`src/rtl/rv_fetch_queue_if.sv`:
```
// rtl/rv_fetch_queue_if.sv - control, imem request/response and instruction stream signals of the fetch queue
// master: the fetch queue itself (drives out_* signals)
// slave:  the surrounding core/memory side (drives in_* signals)
interface rv_fetch_queue_if #(
  parameter int XLEN  = 64,
  parameter int ILEN  = 32,
  parameter int DEPTH = 4
);
  localparam int CW = $clog2(DEPTH) + 1;

  logic            in_load_init_addr;
  logic [XLEN-1:0] in_PC;
  logic            in_redirect;
  logic [XLEN-1:0] in_redirect_addr;
  logic            out_imem_req_valid;
  logic            in_imem_req_ready;
  logic [XLEN-1:0] out_imem_addr;
  logic            in_imem_rsp_valid;
  logic [ILEN-1:0] in_imem_rsp_data;
  logic            out_inst_valid;
  logic [ILEN-1:0] out_inst;
  logic [XLEN-1:0] out_inst_addr;
  logic            in_inst_ready;
  logic [CW-1:0]   out_count;

  modport master (
    input  in_load_init_addr, in_PC, in_redirect, in_redirect_addr,
    input  in_imem_req_ready, in_imem_rsp_valid, in_imem_rsp_data, in_inst_ready,
    output out_imem_req_valid, out_imem_addr, out_inst_valid, out_inst,
    output out_inst_addr, out_count
  );

  modport slave (
    output in_load_init_addr, in_PC, in_redirect, in_redirect_addr,
    output in_imem_req_ready, in_imem_rsp_valid, in_imem_rsp_data, in_inst_ready,
    input  out_imem_req_valid, out_imem_addr, out_inst_valid, out_inst,
    input  out_inst_addr, out_count
  );
endinterface

```
`src/rtl/rv_fetch_queue.sv`:
```
// rtl/rv_fetch_queue.sv - instruction fetch front end: PC owner, in-order imem requests, DEPTH-entry instruction queue
// in_Clk : clock, all state on the rising edge
// Rst    : synchronous active-high reset
// bus    : load/redirect controls, imem request/response handshake,
//          instruction head (valid/inst/addr/ready) and occupancy count
module rv_fetch_queue #(
  parameter int XLEN    = 64,
  parameter int ILEN    = 32,
  parameter int DEPTH   = 4,
  parameter int PC_STEP = 4
) (
  input  logic              in_Clk,
  input  logic              Rst,
  rv_fetch_queue_if.master  bus
);
  localparam int CW = $clog2(DEPTH) + 1;
  localparam int PW = $clog2(DEPTH);
  localparam logic [CW:0] DEPTH_C = (CW+1)'(DEPTH);

  typedef enum logic {IDLE, RUN} state_t;
  state_t state, state_next;

  logic [XLEN-1:0] pc;
  logic [CW-1:0]   occ;
  logic [CW-1:0]   outst;
  logic [CW-1:0]   drop;
  logic [PW-1:0]   q_rd, q_wr, t_rd, t_wr;
  logic [XLEN-1:0] q_addr [DEPTH];
  logic [ILEN-1:0] q_data [DEPTH];
  logic [XLEN-1:0] t_addr [DEPTH];

  logic            flush;
  logic [XLEN-1:0] flush_target;
  logic            req_valid;
  logic [CW:0]     credits_used;
  logic            req_fire, rsp_take, rsp_drop, rsp_push, inst_valid, pop;

  always_ff @(posedge in_Clk) begin
    if (Rst) state <= IDLE;
    else     state <= state_next;
  end

  always_comb begin
    state_next   = state;
    flush        = 1'b0;
    flush_target = bus.in_PC;
    req_valid    = 1'b0;
    // Queued entries plus in-flight requests (stale ones included) share DEPTH credits.
    credits_used = {1'b0, occ} + {1'b0, outst};
    case (state)
      IDLE: begin
        if (bus.in_load_init_addr) state_next = RUN;
      end
      RUN: begin
        // Load in RUN is a redirect to in_PC and wins over in_redirect.
        flush        = bus.in_load_init_addr || bus.in_redirect;
        flush_target = bus.in_load_init_addr ? bus.in_PC : bus.in_redirect_addr;
        req_valid    = (credits_used < DEPTH_C) && !flush;
      end
      default: state_next = IDLE;
    endcase
  end

  assign req_fire   = req_valid && bus.in_imem_req_ready;
  // A response with nothing outstanding is a protocol error and is ignored.
  assign rsp_take   = bus.in_imem_rsp_valid && (outst != '0);
  assign rsp_drop   = rsp_take && (drop != '0);
  assign rsp_push   = rsp_take && (drop == '0);
  assign inst_valid = (occ != '0);
  assign pop        = inst_valid && bus.in_inst_ready;

  assign bus.out_imem_req_valid = req_valid;
  assign bus.out_imem_addr      = pc;
  assign bus.out_inst_valid     = inst_valid;
  assign bus.out_inst           = inst_valid ? q_data[q_rd] : '0;
  assign bus.out_inst_addr      = inst_valid ? q_addr[q_rd] : '0;
  assign bus.out_count          = occ;

  always_ff @(posedge in_Clk) begin
    if (Rst) begin
      pc    <= '0;
      occ   <= '0;
      outst <= '0;
      drop  <= '0;
      q_rd  <= '0;
      q_wr  <= '0;
      t_rd  <= '0;
      t_wr  <= '0;
    end else if (state == IDLE) begin
      if (bus.in_load_init_addr) pc <= bus.in_PC;
    end else if (flush) begin
      // Everything still in flight becomes stale; a response landing in this
      // same cycle is already one of them and is simply discarded.
      pc    <= flush_target;
      occ   <= '0;
      q_rd  <= '0;
      q_wr  <= '0;
      t_rd  <= '0;
      t_wr  <= '0;
      outst <= outst - CW'(rsp_take);
      drop  <= outst - CW'(rsp_take);
    end else begin
      if (req_fire) begin
        pc           <= pc + XLEN'(PC_STEP);
        t_addr[t_wr] <= pc;
        t_wr         <= t_wr + PW'(1);
      end
      outst <= outst + CW'(req_fire) - CW'(rsp_take);
      if (rsp_drop) drop <= drop - CW'(1);
      if (rsp_push) begin
        q_addr[q_wr] <= t_addr[t_rd];
        q_data[q_wr] <= bus.in_imem_rsp_data;
        q_wr         <= q_wr + PW'(1);
        t_rd         <= t_rd + PW'(1);
      end
      if (pop) q_rd <= q_rd + PW'(1);
      occ <= occ + CW'(rsp_push) - CW'(pop);
    end
  end
endmodule

```
`src/flat_wrapper.sv`:
```
// flat-port wrapper written by rule: the top's interface ports become plain ports
module rv_fetch_queue_flat 
#(
  parameter int XLEN    = 64,
  parameter int ILEN    = 32,
  parameter int DEPTH   = 4,
  parameter int PC_STEP = 4
)
  (in_Clk, Rst, bus_in_load_init_addr, bus_in_PC, bus_in_redirect, bus_in_redirect_addr, bus_in_imem_req_ready, bus_in_imem_rsp_valid, bus_in_imem_rsp_data, bus_in_inst_ready, bus_out_imem_req_valid, bus_out_imem_addr, bus_out_inst_valid, bus_out_inst, bus_out_inst_addr, bus_out_count);
  rv_fetch_queue_if #(.XLEN(XLEN), .ILEN(ILEN), .DEPTH(DEPTH)) bus_i ();
  input  logic in_Clk;
  input  logic Rst;
  input wire logic [$bits(bus_i.in_load_init_addr)-1:0] bus_in_load_init_addr;
  input wire logic [$bits(bus_i.in_PC)-1:0] bus_in_PC;
  input wire logic [$bits(bus_i.in_redirect)-1:0] bus_in_redirect;
  input wire logic [$bits(bus_i.in_redirect_addr)-1:0] bus_in_redirect_addr;
  input wire logic [$bits(bus_i.in_imem_req_ready)-1:0] bus_in_imem_req_ready;
  input wire logic [$bits(bus_i.in_imem_rsp_valid)-1:0] bus_in_imem_rsp_valid;
  input wire logic [$bits(bus_i.in_imem_rsp_data)-1:0] bus_in_imem_rsp_data;
  input wire logic [$bits(bus_i.in_inst_ready)-1:0] bus_in_inst_ready;
  output wire logic [$bits(bus_i.out_imem_req_valid)-1:0] bus_out_imem_req_valid;
  output wire logic [$bits(bus_i.out_imem_addr)-1:0] bus_out_imem_addr;
  output wire logic [$bits(bus_i.out_inst_valid)-1:0] bus_out_inst_valid;
  output wire logic [$bits(bus_i.out_inst)-1:0] bus_out_inst;
  output wire logic [$bits(bus_i.out_inst_addr)-1:0] bus_out_inst_addr;
  output wire logic [$bits(bus_i.out_count)-1:0] bus_out_count;
  assign bus_i.in_load_init_addr = bus_in_load_init_addr;
  assign bus_i.in_PC = bus_in_PC;
  assign bus_i.in_redirect = bus_in_redirect;
  assign bus_i.in_redirect_addr = bus_in_redirect_addr;
  assign bus_i.in_imem_req_ready = bus_in_imem_req_ready;
  assign bus_i.in_imem_rsp_valid = bus_in_imem_rsp_valid;
  assign bus_i.in_imem_rsp_data = bus_in_imem_rsp_data;
  assign bus_i.in_inst_ready = bus_in_inst_ready;
  assign bus_out_imem_req_valid = bus_i.out_imem_req_valid;
  assign bus_out_imem_addr = bus_i.out_imem_addr;
  assign bus_out_inst_valid = bus_i.out_inst_valid;
  assign bus_out_inst = bus_i.out_inst;
  assign bus_out_inst_addr = bus_i.out_inst_addr;
  assign bus_out_count = bus_i.out_count;
  rv_fetch_queue #(.XLEN(XLEN), .ILEN(ILEN), .DEPTH(DEPTH), .PC_STEP(PC_STEP)) u_core (.in_Clk(in_Clk), .Rst(Rst), .bus(bus_i));
endmodule
```
`config.mk`:
```
export PLATFORM = sky130hd
export DESIGN_NAME = rv_fetch_queue_flat
export DESIGN_NICKNAME = d
export VERILOG_FILES = /design/src/rtl/rv_fetch_queue_if.sv /design/src/rtl/rv_fetch_queue.sv /design/src/flat_wrapper.sv
export SDC_FILE = /design/constraint.sdc
export NUM_CORES = 1
export LEC_CHECK = 0
export ABC_AREA = 1
export ABC_CLOCK_PERIOD_IN_PS = 12240
export CAP_MARGIN = 30
export CELL_PAD_IN_SITES_DETAIL_PLACEMENT = 1
export CELL_PAD_IN_SITES_GLOBAL_PLACEMENT = 1
export CORE_UTILIZATION = 50
export CTS_BUF_LIST = sky130_fd_sc_hd__clkbuf_4
export DETAILED_ROUTE_END_ITERATION = 6
export GPL_ROUTABILITY_DRIVEN = 0
export PLACE_DENSITY = 0.87
export SLEW_MARGIN = 20
export SYNTH_ARGS = -nofsm -noshare
export SYNTH_HDL_FRONTEND = slang
export SYNTH_SLANG_ARGS = --single-unit
```
`constraint.sdc`:
```
create_clock -name in_Clk -period 12.24 [get_ports in_Clk]
set_input_delay 2.448 -clock in_Clk [delete_from_list [all_inputs] [get_ports in_Clk]]
set_output_delay 2.448 -clock in_Clk [all_outputs]
set_load 0.03 [all_outputs]
```
== Word-level counts from Yosys, hierarchy flattened ==
Memory sizes are Yosys's and may differ from the RTL's. A register that Yosys moved wholly into a read port is not among the register bits.
Index checks and enable logic that the tools add are counted.
Widths: inputs -> output; s select.

* Add/sub/neg operators: 12
* Multipliers: 0
* Divide/modulo/power cells: 0
* Magnitude comparators: 1
* Equality and inequality tests: 1
* Shifts and indexed selects: 0
* Multiplexer cells: 39
* Bitwise operators: 0
* Reduce and logical (&&, ||, !) cells: 22

{| class="wikitable"
|+ Operator list
! cell !! number
|-
| $mux 64 || 6
|-
| $add 64x3->64 const B || 1
|-
| $mux 32 || 1
|-
| $mux 2 || 14
|-
| $mux 1 || 14
|-
| $mux 3 || 4
|-
| $reduce_and 2->1 || 5
|-
| $reduce_bool 2->1 || 5
|-
| $reduce_bool 3->1 || 3
|-
| $sub 3x1->3 || 3
|-
| $add 2x1->2 const B || 4
|-
| $add 3x1->3 || 2
|-
| $logic_and 1x1->1 || 6
|-
| $add 3x3->4 || 1
|-
| $lt 4x3->1 const B || 1
|-
| $logic_not 3->1 || 1
|-
| $ne 3x3->1 const B || 1
|-
| $sub 3x1->3 const B || 1
|-
| $logic_not 1->1 || 1
|-
| $logic_or 1x1->1 || 1
|}

* Bits in registers: 82
* Latch bits: 0
* RAM bits: 640
* ROM bits: 0
* Input bits: 167
* Output and inout bits: 165
* Memories: 3

{| class="wikitable"
|+ Memory list
! memory !! words !! width !! read ports !! clocked after memory_dff !! wr ports !! line !! RTL
|-
| u_core.q_addr || 4 || 64 || 1 || 1 || 1 || rv_fetch_queue.sv:28 || <nowiki>logic [XLEN-1:0] q_addr [DEPTH];</nowiki>
|-
| u_core.t_addr || 4 || 64 || 1 || 1 || 1 || rv_fetch_queue.sv:30 || <nowiki>logic [XLEN-1:0] t_addr [DEPTH];</nowiki>
|-
| u_core.q_data || 4 || 32 || 1 || 1 || 1 || rv_fetch_queue.sv:29 || <nowiki>logic [ILEN-1:0] q_data [DEPTH];</nowiki>
|}

== Longest topological paths before layout ==
Gate-level depths: netlist (run 1).

* Depth after elaboration: 10
* Gate-level depth with buffers: 15
* Gate-level depth less buffers: 14

== Worst setup path before layout (run 1) ==
No wires, ideal clock.

* Path kind: input port to flip-flop
* From: in bus_in_redirect
* To: mem u_core.q_addr[0][0], enable pin
* Setup time: 0.552 ns
* Arrival: 7.376 ns
* Data required time: 11.688 ns
* Path slack: 4.312 ns
* Stages on the path: 7
* Buffers on the path: 2
* Path through: buf_2 nor2_4 nand2_2 buf_2 nor3_2 nand2_1 nor2_1

* Longest elaborated chain between the ends: 6

{| class="wikitable"
|+ Ends and longest elaborated chain
! element !! line !! RTL
|-
| start, declared || flat_wrapper.sv:15 || <nowiki>input wire logic [$bits(bus_i.in_redirect)-1:0] bus_in_redirect;</nowiki>
|-
| $logic_or 1x1->1 || rv_fetch_queue.sv:56 || <nowiki>flush = bus.in_load_init_addr || bus.in_redirect;</nowiki>
|-
| $mux 1 || rv_fetch_queue.sv:50 || <nowiki>case (state)</nowiki>
|-
| $mux 1 || rv_fetch_queue.sv:91 || <nowiki>end else if (flush) begin</nowiki>
|-
| $mux 1 || rv_fetch_queue.sv:89 || <nowiki>end else if (state == IDLE) begin</nowiki>
|-
| $mux 1 || rv_fetch_queue.sv:80 || <nowiki>if (Rst) begin</nowiki>
|-
| $mux 1 (not written as such) || rv_fetch_queue.sv:111 || <nowiki>q_addr[q_wr] <= t_addr[t_rd];</nowiki>
|-
| end, declared || rv_fetch_queue.sv:28 ||
|}

Every way passes these cells.

== Worst setup path after layout (run 1) ==
* From: in bus_in_load_init_addr
* To: out bus_out_imem_req_valid

* Longest elaborated chain between the ends: 4

{| class="wikitable"
|+ Ends and longest elaborated chain
! element !! line !! RTL
|-
| start, declared || flat_wrapper.sv:13 || <nowiki>input wire logic [$bits(bus_i.in_load_init_addr)-1:0] bus_in_load_init_addr;</nowiki>
|-
| $logic_or 1x1->1 || rv_fetch_queue.sv:56 ||
|-
| $logic_not 1->1 || rv_fetch_queue.sv:58 || <nowiki>req_valid = (credits_used < DEPTH_C) && !flush;</nowiki>
|-
| $logic_and 1x1->1 || rv_fetch_queue.sv:58 ||
|-
| $mux 1 || rv_fetch_queue.sv:50 ||
|-
| end, declared || flat_wrapper.sv:21 || <nowiki>output wire logic [$bits(bus_i.out_imem_req_valid)-1:0] bus_out_imem_req_valid;</nowiki>
|}

Every way passes these cells.

==> results of run 1 <==
==> logic make-up (layout without fill, tap and decap cells) <==
group / count (synthesis) / count (layout)
buffers and inverters: 264 / 782
AOI/OAI and AO/OA: 764 / 764
xor gates and xnor gates: 22 / 22
other: 0 / 3
adders and majority gates: 21 / 21
DFF: 726 / 726
and+or+nand+nor: 1063 / 1063
==> cell type report <==
cell class | instances | area share (%)
antenna | 3 | 0.0202
clock buffer | 252 | 5.10
clock inverter | 64 | 0.856
inverter | 99 | 1.02
multi-input combinational | 1870 | 23.9
sequential | 726 | 56.5
tap | 782 | 2.64
timing repair buffer | 367 | 10.0
==> cells in the final DEF (no fill, tap or decap), types with 28 or more instances in the layout <==
cell type,netlist,layout
a21oi_1,204,204
buf_4,2,28
clkbuf_4,0,252
clkdlybuf4s50_1,0,330
clkinv_1,2,44
dfxtp_1,86,83
edfxtp_1,640,640
inv_1,92,91
nand2_1,282,282
nand3_1,61,61
nor2_1,660,652
o21ai_0,429,429
o22ai_1,73,73
==> critical path, cell delays in order <==
cell,delay (ns)
clkdlybuf4s50_1,0.72
nor2_4,0.25
nand2_2,0.33
inv_4,0.60
and3_1,0.28
clkdlybuf4s50_1,0.68
==> final timing paths <==
check | endpoint | start | slack (ns) | depth (start not counted)
worst min-delay path | u_core.drop[2]$_SDFFE_PP0P_ | u_core.drop[2]$_SDFFE_PP0P_ | 0.53 | 2
worst max register to register | u_core.q_data[3][1]$_DFFE_PP_ | u_core.state$_SDFF_PP0_ | 7.80 | 6
worst min register to register | u_core.drop[2]$_SDFFE_PP0P_ | u_core.drop[2]$_SDFFE_PP0P_ | 0.53 | 2
worst max-delay path | bus_out_imem_req_valid | bus_in_load_init_addr | 4.47 | 6
==> through the flow <==
step                      cell area (um2)  hold slack [ns]  instances  total power [mW]
after floorplan                     30800            0.433       2860              2.94
after global placement              34700            0.492       3836              3.09
after detailed placement            34800            0.514       3839              3.11
after CTS                           37000            0.525       4155              5.07
after global routing                37100            0.568       4163              5.22
final                               37100            0.531       4163              5.06
==> routing by layer <==
metal  global-route usage, %  part of all wire (%)
met2                    52.9                    50
met4                    13.1                   3.0
met5                       0                 0.017
met3                    6.62                   7.6
met1                    38.6                    39
==> report_power, final <==
group	switching, mW	leakage (nW)	internal [mW]	total [mW]
Clock	1.01	1.32	0.993	2.00
Sequential	0.0758	6.53	2.71	2.79
Combinational	0.157	4.93	0.122	0.278
Total	1.24	12.8	3.83	5.06
==> registers in the layout (all words and copies together), names as in the netlist, named ones only <==
register and cells:
u_core.outst 3, u_core.bus.out_count 3, u_core.q_rd 2, u_core.q_data 128
u_core.q_wr 2, u_core.t_wr 2, u_core.t_rd 2, u_core.state 1
u_core.q_addr 256, u_core.bus.out_imem_addr 64, u_core.drop 3, u_core.t_addr 256
==> summary.txt, run 1 <==
Outcome
  • Outcome: completed

Clock network
  • Clk buf depth: 3
  • Clock sink total: 726
  • Clock-pin transition on the worst setup and hold timing paths: 0.06 ns
  • Insertion delay to the later sink of the worst-skew pair: 1.02 ns
  • CTS resizes: 0
  • Hold buffers post-CTS: 0
  • CTS tree: done
  • Clk root buf: clkbuf_4
  • H-tree depth: 4
  • Total CTS buffers: 179
  • # Post-CTS Setup Buffers: 0

Global route
  • Total gr overflow: 0
  • Vias in the first global route: 25976
  • Tot GR Track Use: 31.2%
  • Pin count of the biggest net entering global routing: 117
  • Initial antenna violation count: 4
  • First-pass GRT wire length: approximately 150000 um

Logic synthesis
  • Largest area contributor in the netlist: edfxtp_1
  • Synth Area in Compound Gates: 13.2%
  • Async SR Flop Fraction: 0%
  • Post-Synth Adder-Cell Area: 0.901%
  • Synth Area in XOR/XNOR: 0.625%
  • Count of unique library cells instantiated by Yosys: 51
  • Synthesized instance count: 2860
  • Post-synth top cells: nor2_1 (660), edfxtp_1 (640), o21ai_0 (429)
  • Synth top area share: 62.3%
  • Syn Std Cell Area: 30800 um2
  • Number of synthesis warnings: 0
  • Synthesis-stage register bit count: 726
  • Most used DFF post-synth: edfxtp_1
  • Mux share of post-synthesis cell area: 0%
  • Post-synthesis sequential area ratio: between 60% and 70%
  • Top cells by area, synth: edfxtp_1 (62%), nor2_1 (8.0%), o21ai_0 (7.0%), dfxtp_1 (5.6%), nand2_1 (3.4%)
  • Largest family of logic cells by synthesized area: simple AND/OR/NAND/NOR gates
  • Mapped Avg Cell Area: approximately 11 um2
  • Post-Synth Simple-Gate Area: 13.9%
  • Number of flops mapped to enable cells by yosys: 640
  • Post-Syn Nets: around 3000
  • Most frequent cell after synthesis: nor2_1

STA
  • Final Cycle Share: 63.5%
  • Clock Skew: 0.0665 ns
  • F_max: 129 MHz
  • Final-report setup violation count: 0
  • Final Critical Period: 7.77 ns
  • Setup repair after global routing missed its margin: false
  • Final Hold Viols: 0
  • Final critical-path setup slack: between 4 and 5 ns
  • Max Slew Vio Count: 0
  • Final TNS setup: 0 ns
  • Least-Margin Pin Slew: 1.02 ns
  • Max-slew headroom: 32.1%

Drt
  • WL/cell: approximately 24 um
  • DRC Markers: 0
  • Drt via density: 5.91
  • Final WL: 99900 um
  • First DRT Iteration DRCs: roughly 2100
  • Drt pass-1 iters: 5
  • Routed Antenna Nets: 0
  • Via count: 24621

Floorplan
  • Core ar.: 60600 um2
  • Die area: about 63000 um2
  • I/O pin total: around 330
  • Cell Rows: 90
  • Initial core utilization: 50.9%
  • Die Span Y: 250 um
  • Die X: 250 um

Final layout
  • Area occupied by registers: about 21000 um2
  • # fillers: 6446
  • Core Util, Final: 61.3%
  • Final nets: ~3400
  • Area delta synth->final: 20.4%
  • Multi-input gate area: 8870 um2
  • Layout cells sized above 1: around 11%

Power and ir drop
  • Leak pwr: 12.8 nW
  • Max IR drop VDD: 0.0000647 V
  • Power Dens Cells: around 140 nW/um2

Place
  • Final HPWL DP: 61800 um
  • PortBufs: 331
  • Pre-CTS setup slack: 4.50 ns

Min path
  • Worst min-delay path category: reg2reg

Critical path
  • Crit path DAT: 5.32 ns
  • Crit path kind: in2out
  • Startpoint types: primary input
  • CP required: approximately 10 ns
  • Critical path capture point type: output pin
  • Crit Path Max Fanout: 52

Run
  • Max-cap violation count: 0
(Power assumes the default switching activity.)
==> inputs of run 2 (changes only) <==
--- a/config.mk
+++ b/config.mk
@@ -6,15 +6,15 @@
 export NUM_CORES = 1
 export LEC_CHECK = 0
 export ABC_AREA = 1
-export ABC_CLOCK_PERIOD_IN_PS = 12240
+export ABC_CLOCK_PERIOD_IN_PS = 6500
 export CAP_MARGIN = 30
 export CELL_PAD_IN_SITES_DETAIL_PLACEMENT = 1
 export CELL_PAD_IN_SITES_GLOBAL_PLACEMENT = 1
-export CORE_UTILIZATION = 50
+export CORE_UTILIZATION = 42
 export CTS_BUF_LIST = sky130_fd_sc_hd__clkbuf_4
 export DETAILED_ROUTE_END_ITERATION = 6
 export GPL_ROUTABILITY_DRIVEN = 0
-export PLACE_DENSITY = 0.87
+export PLACE_DENSITY = 0.77
 export SLEW_MARGIN = 20
 export SYNTH_ARGS = -nofsm -noshare
 export SYNTH_HDL_FRONTEND = slang
==> constraint.sdc (replaced) <==
create_clock -name in_Clk -period 6.5 [get_ports in_Clk]
set_input_delay 1.3 -clock in_Clk [delete_from_list [all_inputs] [get_ports in_Clk]]
set_output_delay 1.3 -clock in_Clk [all_outputs]
set_load 0.03 [all_outputs]
==> run 2 against run 1 <==
Compared with the run above: die area grew 19%; utilization shrank 9.2 points; critical path depth stayed put; cell area increased by 1.2%; highest routed layer is now met4; wire length down 5.9%; worst hold slack got worse by 0.038 ns; sequential cell count unchanged.
==> summary.txt, run 2 (synthesis results as in run 1) <==
Critical path
  • Crit-path slowest cell: clkdlybuf4s50_1 (unchanged)
  • Worst r2r src: u_core.state$_SDFF_PP0_ (unchanged)
  • Crit path kind: reg2out (was in2out)
  • CP required: 5.20 ns (was 9.79 ns)
  • Reg-to-reg endpoint: u_core.q_data[3][1]$_DFFE_PP_ (unchanged)
  • Critical path capture point type: output pin (unchanged)
  • Reg2Reg Depth: 5 (was 6)
  • Crit Path Max Fanout: 44 (was 52)
  • Crit path DAT: 4.10 ns (was 5.32 ns)
  • CP cell instances: clkinv_2 -> buf_4 -> nor2_1 -> o21ai_0 -> a21oi_1 -> clkdlybuf4s50_1 (was clkdlybuf4s50_1 -> nor2_4 -> nand2_2 -> inv_4 -> and3_1 -> clkdlybuf4s50_1)
  • R2r setup slk: 2.76 ns (was 7.80 ns)
  • Startpoint types: flop (was primary input)
  • CP max stage delay: 0.75 ns (was 0.72 ns)

Run
  • Max-cap violation count: 0 (unchanged)

Global route
  • Tot GR Track Use: 25.2% (was 31.2%)
  • First-pass GRT wire length: 143000 um (was 148000 um)
  • Vias in the first global route: 25289 (was 25976)
  • Total gr overflow: 0 (unchanged)
  • Pin count of the biggest net entering global routing: 193 (was 117)
  • Initial antenna violation count: 2 (was 4)

Clock network
  • Total CTS buffers: 183 (was 179)
  • Hold buffers post-CTS: 0 (unchanged)
  • Clk buf depth: 3 (unchanged)
  • H-tree depth: 4 (unchanged)
  • Clk root buf: clkbuf_4 (unchanged)
  • Insertion delay to the later sink of the worst-skew pair: 1.02 ns (about the same)
  • # Post-CTS Setup Buffers: 0 (unchanged)
  • CTS tree: done (unchanged)
  • Clock-pin transition on the worst setup and hold timing paths: 0.06 ns (about the same)
  • CTS resizes: 0 (unchanged)
  • Clock sink total: 726 (unchanged)

Floorplan
  • Cell Rows: 98 (was 90)
  • I/O pin total: 332 (unchanged)
  • Die X: 273 um (was 250 um)
  • Core ar.: 72100 um2 (was 60600 um2)
  • Die Span Y: 273 um (was 250 um)
  • Initial core utilization: 42.8% (was 50.9%)
  • Die area: 74500 um2 (was 62700 um2)

Place
  • Pre-CTS setup slack: 1.58 ns (was 4.50 ns)
  • Final HPWL DP: 60100 um (was 61800 um)
  • Placed Cells: 4010 (was 3839)
  • PortBufs: 331 (unchanged)

Final layout
  • # fillers: 7784 (was 6446)
  • Layout Cells excl Fill: 4339 (was 4163)
  • Layout cells sized above 1: 11.5% (was 10.7%)
  • Multi-input gate area: 8870 um2 (unchanged)
  • Largest registers: u_core.q_addr (256), u_core.t_addr (256), u_core.q_data (128) (unchanged)
  • Final nets: 3434 (was 3431)
  • Area delta synth->final: 21.8% (was 20.4%)
  • Area occupied by registers: 21000 um2 (unchanged)
  • Commonest non-fill, non-tap cell in the layout: nor2_1 (unchanged)
  • Most frequent cells in the layout: nor2_1 (652), edfxtp_1 (640), o21ai_0 (429) (unchanged)

Drt
  • Final WL: 94000 um (was 99900 um)
  • DRC Markers: 0 (unchanged)
  • Via count: 23647 (was 24621)
  • First DRT Iteration DRCs: 1553 (was 2114)
  • Routed Antenna Nets: 0 (unchanged)
  • Drt pass-1 iters: 7 (was 5)
  • Drt via density: 5.45 (was 5.91)
  • WL/cell: 21.7 um (was 24.0 um)

Power and ir drop
  • Max IR drop VDD: 0.000102 V (was 0.0000647 V)
  • Power Dens Cells: 259 nW/um2 (was 136 nW/um2)
  • Leak pwr: 12.9 nW (was 12.8 nW)
  • Total power: 9.72 mW (was 5.06 mW)

STA
  • Final-report setup violation count: 0 (unchanged)
  • F_max: 185 MHz
  • Max Slew Vio Count: 0 (unchanged)
  • Final Cycle Share: 83.1%
  • Max-slew headroom: 32.2% (was 32.1%)
  • Least-Margin Pin Slew: 1.02 ns (about the same)
  • Clock Skew: 0.0698 ns (was 0.0665 ns)
  • Final Hold Viols: 0 (unchanged)
  • Final critical-path setup slack: 1.10 ns (was 4.47 ns)
  • Final Critical Period: 5.40 ns
  • Setup repair after global routing missed its margin: false (unchanged)

Outcome
  • Outcome: completed (unchanged)

Min path
  • Worst min-delay path category: reg2reg (unchanged)
  • Min-delay src: u_core.q_rd[0]$_SDFFE_PP0P_ (was u_core.drop[2]$_SDFFE_PP0P_)
  • Worst Hold Depth: 2 (unchanged)
[run 2: cell types whose count changed in the layout (fill, tap and decap cells not counted), sizes merged]
cell	change
buf	-1
diode	-2
clkinv	-21
inv	-1
bufinv	+2
clkbuf	+32
clkinvlp	-1
[run 2: final cells by class]
cell class                 instances  area share (%)
timing repair buffer             366            9.93
clock buffer                     284            5.68
inverter                          99            1.01
sequential                       726            55.8
antenna                            1         0.00667
multi-input combinational       1870            23.6
tap                              950            3.17
clock inverter                    43           0.767
[run 2: report_power, final]
part	internal, mW	switching [mW]	leakage [nW]
clock	2.14	1.82	1.45
combinational	0.229	0.291	4.91
sequential	5.11	0.137	6.53
total	7.47	2.25	12.9
[run 2: critical path, delay by kind of cell (launching register included)]
kind                   cells  cell delay (ns)
AND/OR/NAND/NOR            1             0.13
buffers and inverters      3             1.95
AO/OA/AOI/OAI              2             0.45
flip-flops                 1             0.54
[run 2: per-stage QoR]
stage	cell area, um2	TNS [ns]	util (%)	hold slack [ns]
finish	37500	0	52.1	0.493
global route	37500	0	52.1	0.519
CTS	37500	0	52.0	0.487
detailed placement	35100	0	48.7	0.476
global placement	35100	0	48.6	0.462
floorplan	30800	-107.33	-	0.433
[run 2: worst max path at each step]
stage                                     start                            end  slack [ns]  cells past startpoint
after floorplan                 bus_in_redirect  u_core.q_addr[0][0]$_DFFE_PP_       -0.28                      7
after global placement    bus_in_load_init_addr  u_core.q_data[3][1]$_DFFE_PP_        1.74                      8
after detailed placement  bus_in_load_init_addr  u_core.q_data[3][1]$_DFFE_PP_        1.58                      8
after CTS                                  flop          bus_out_inst_addr[18]        0.86                      6
after global routing                       flop          bus_out_inst_addr[18]        0.82                      6
final                                      flop          bus_out_inst_addr[18]        1.10                      6
[run 2: routing by layer]
metal / part of all wire [%] / GRT usage, % / routed length, um / vias up
met5: 0 / 0 / 0 / -
li1: - / - / - / 10961
met4: 3.1 / 10.6 / 2920 / 0
met3: 6.0 / 5.30 / 5620 / 166
met2: 49 / 41.8 / 45700 / 783
met1: 42 / 32.0 / 39800 / 11737
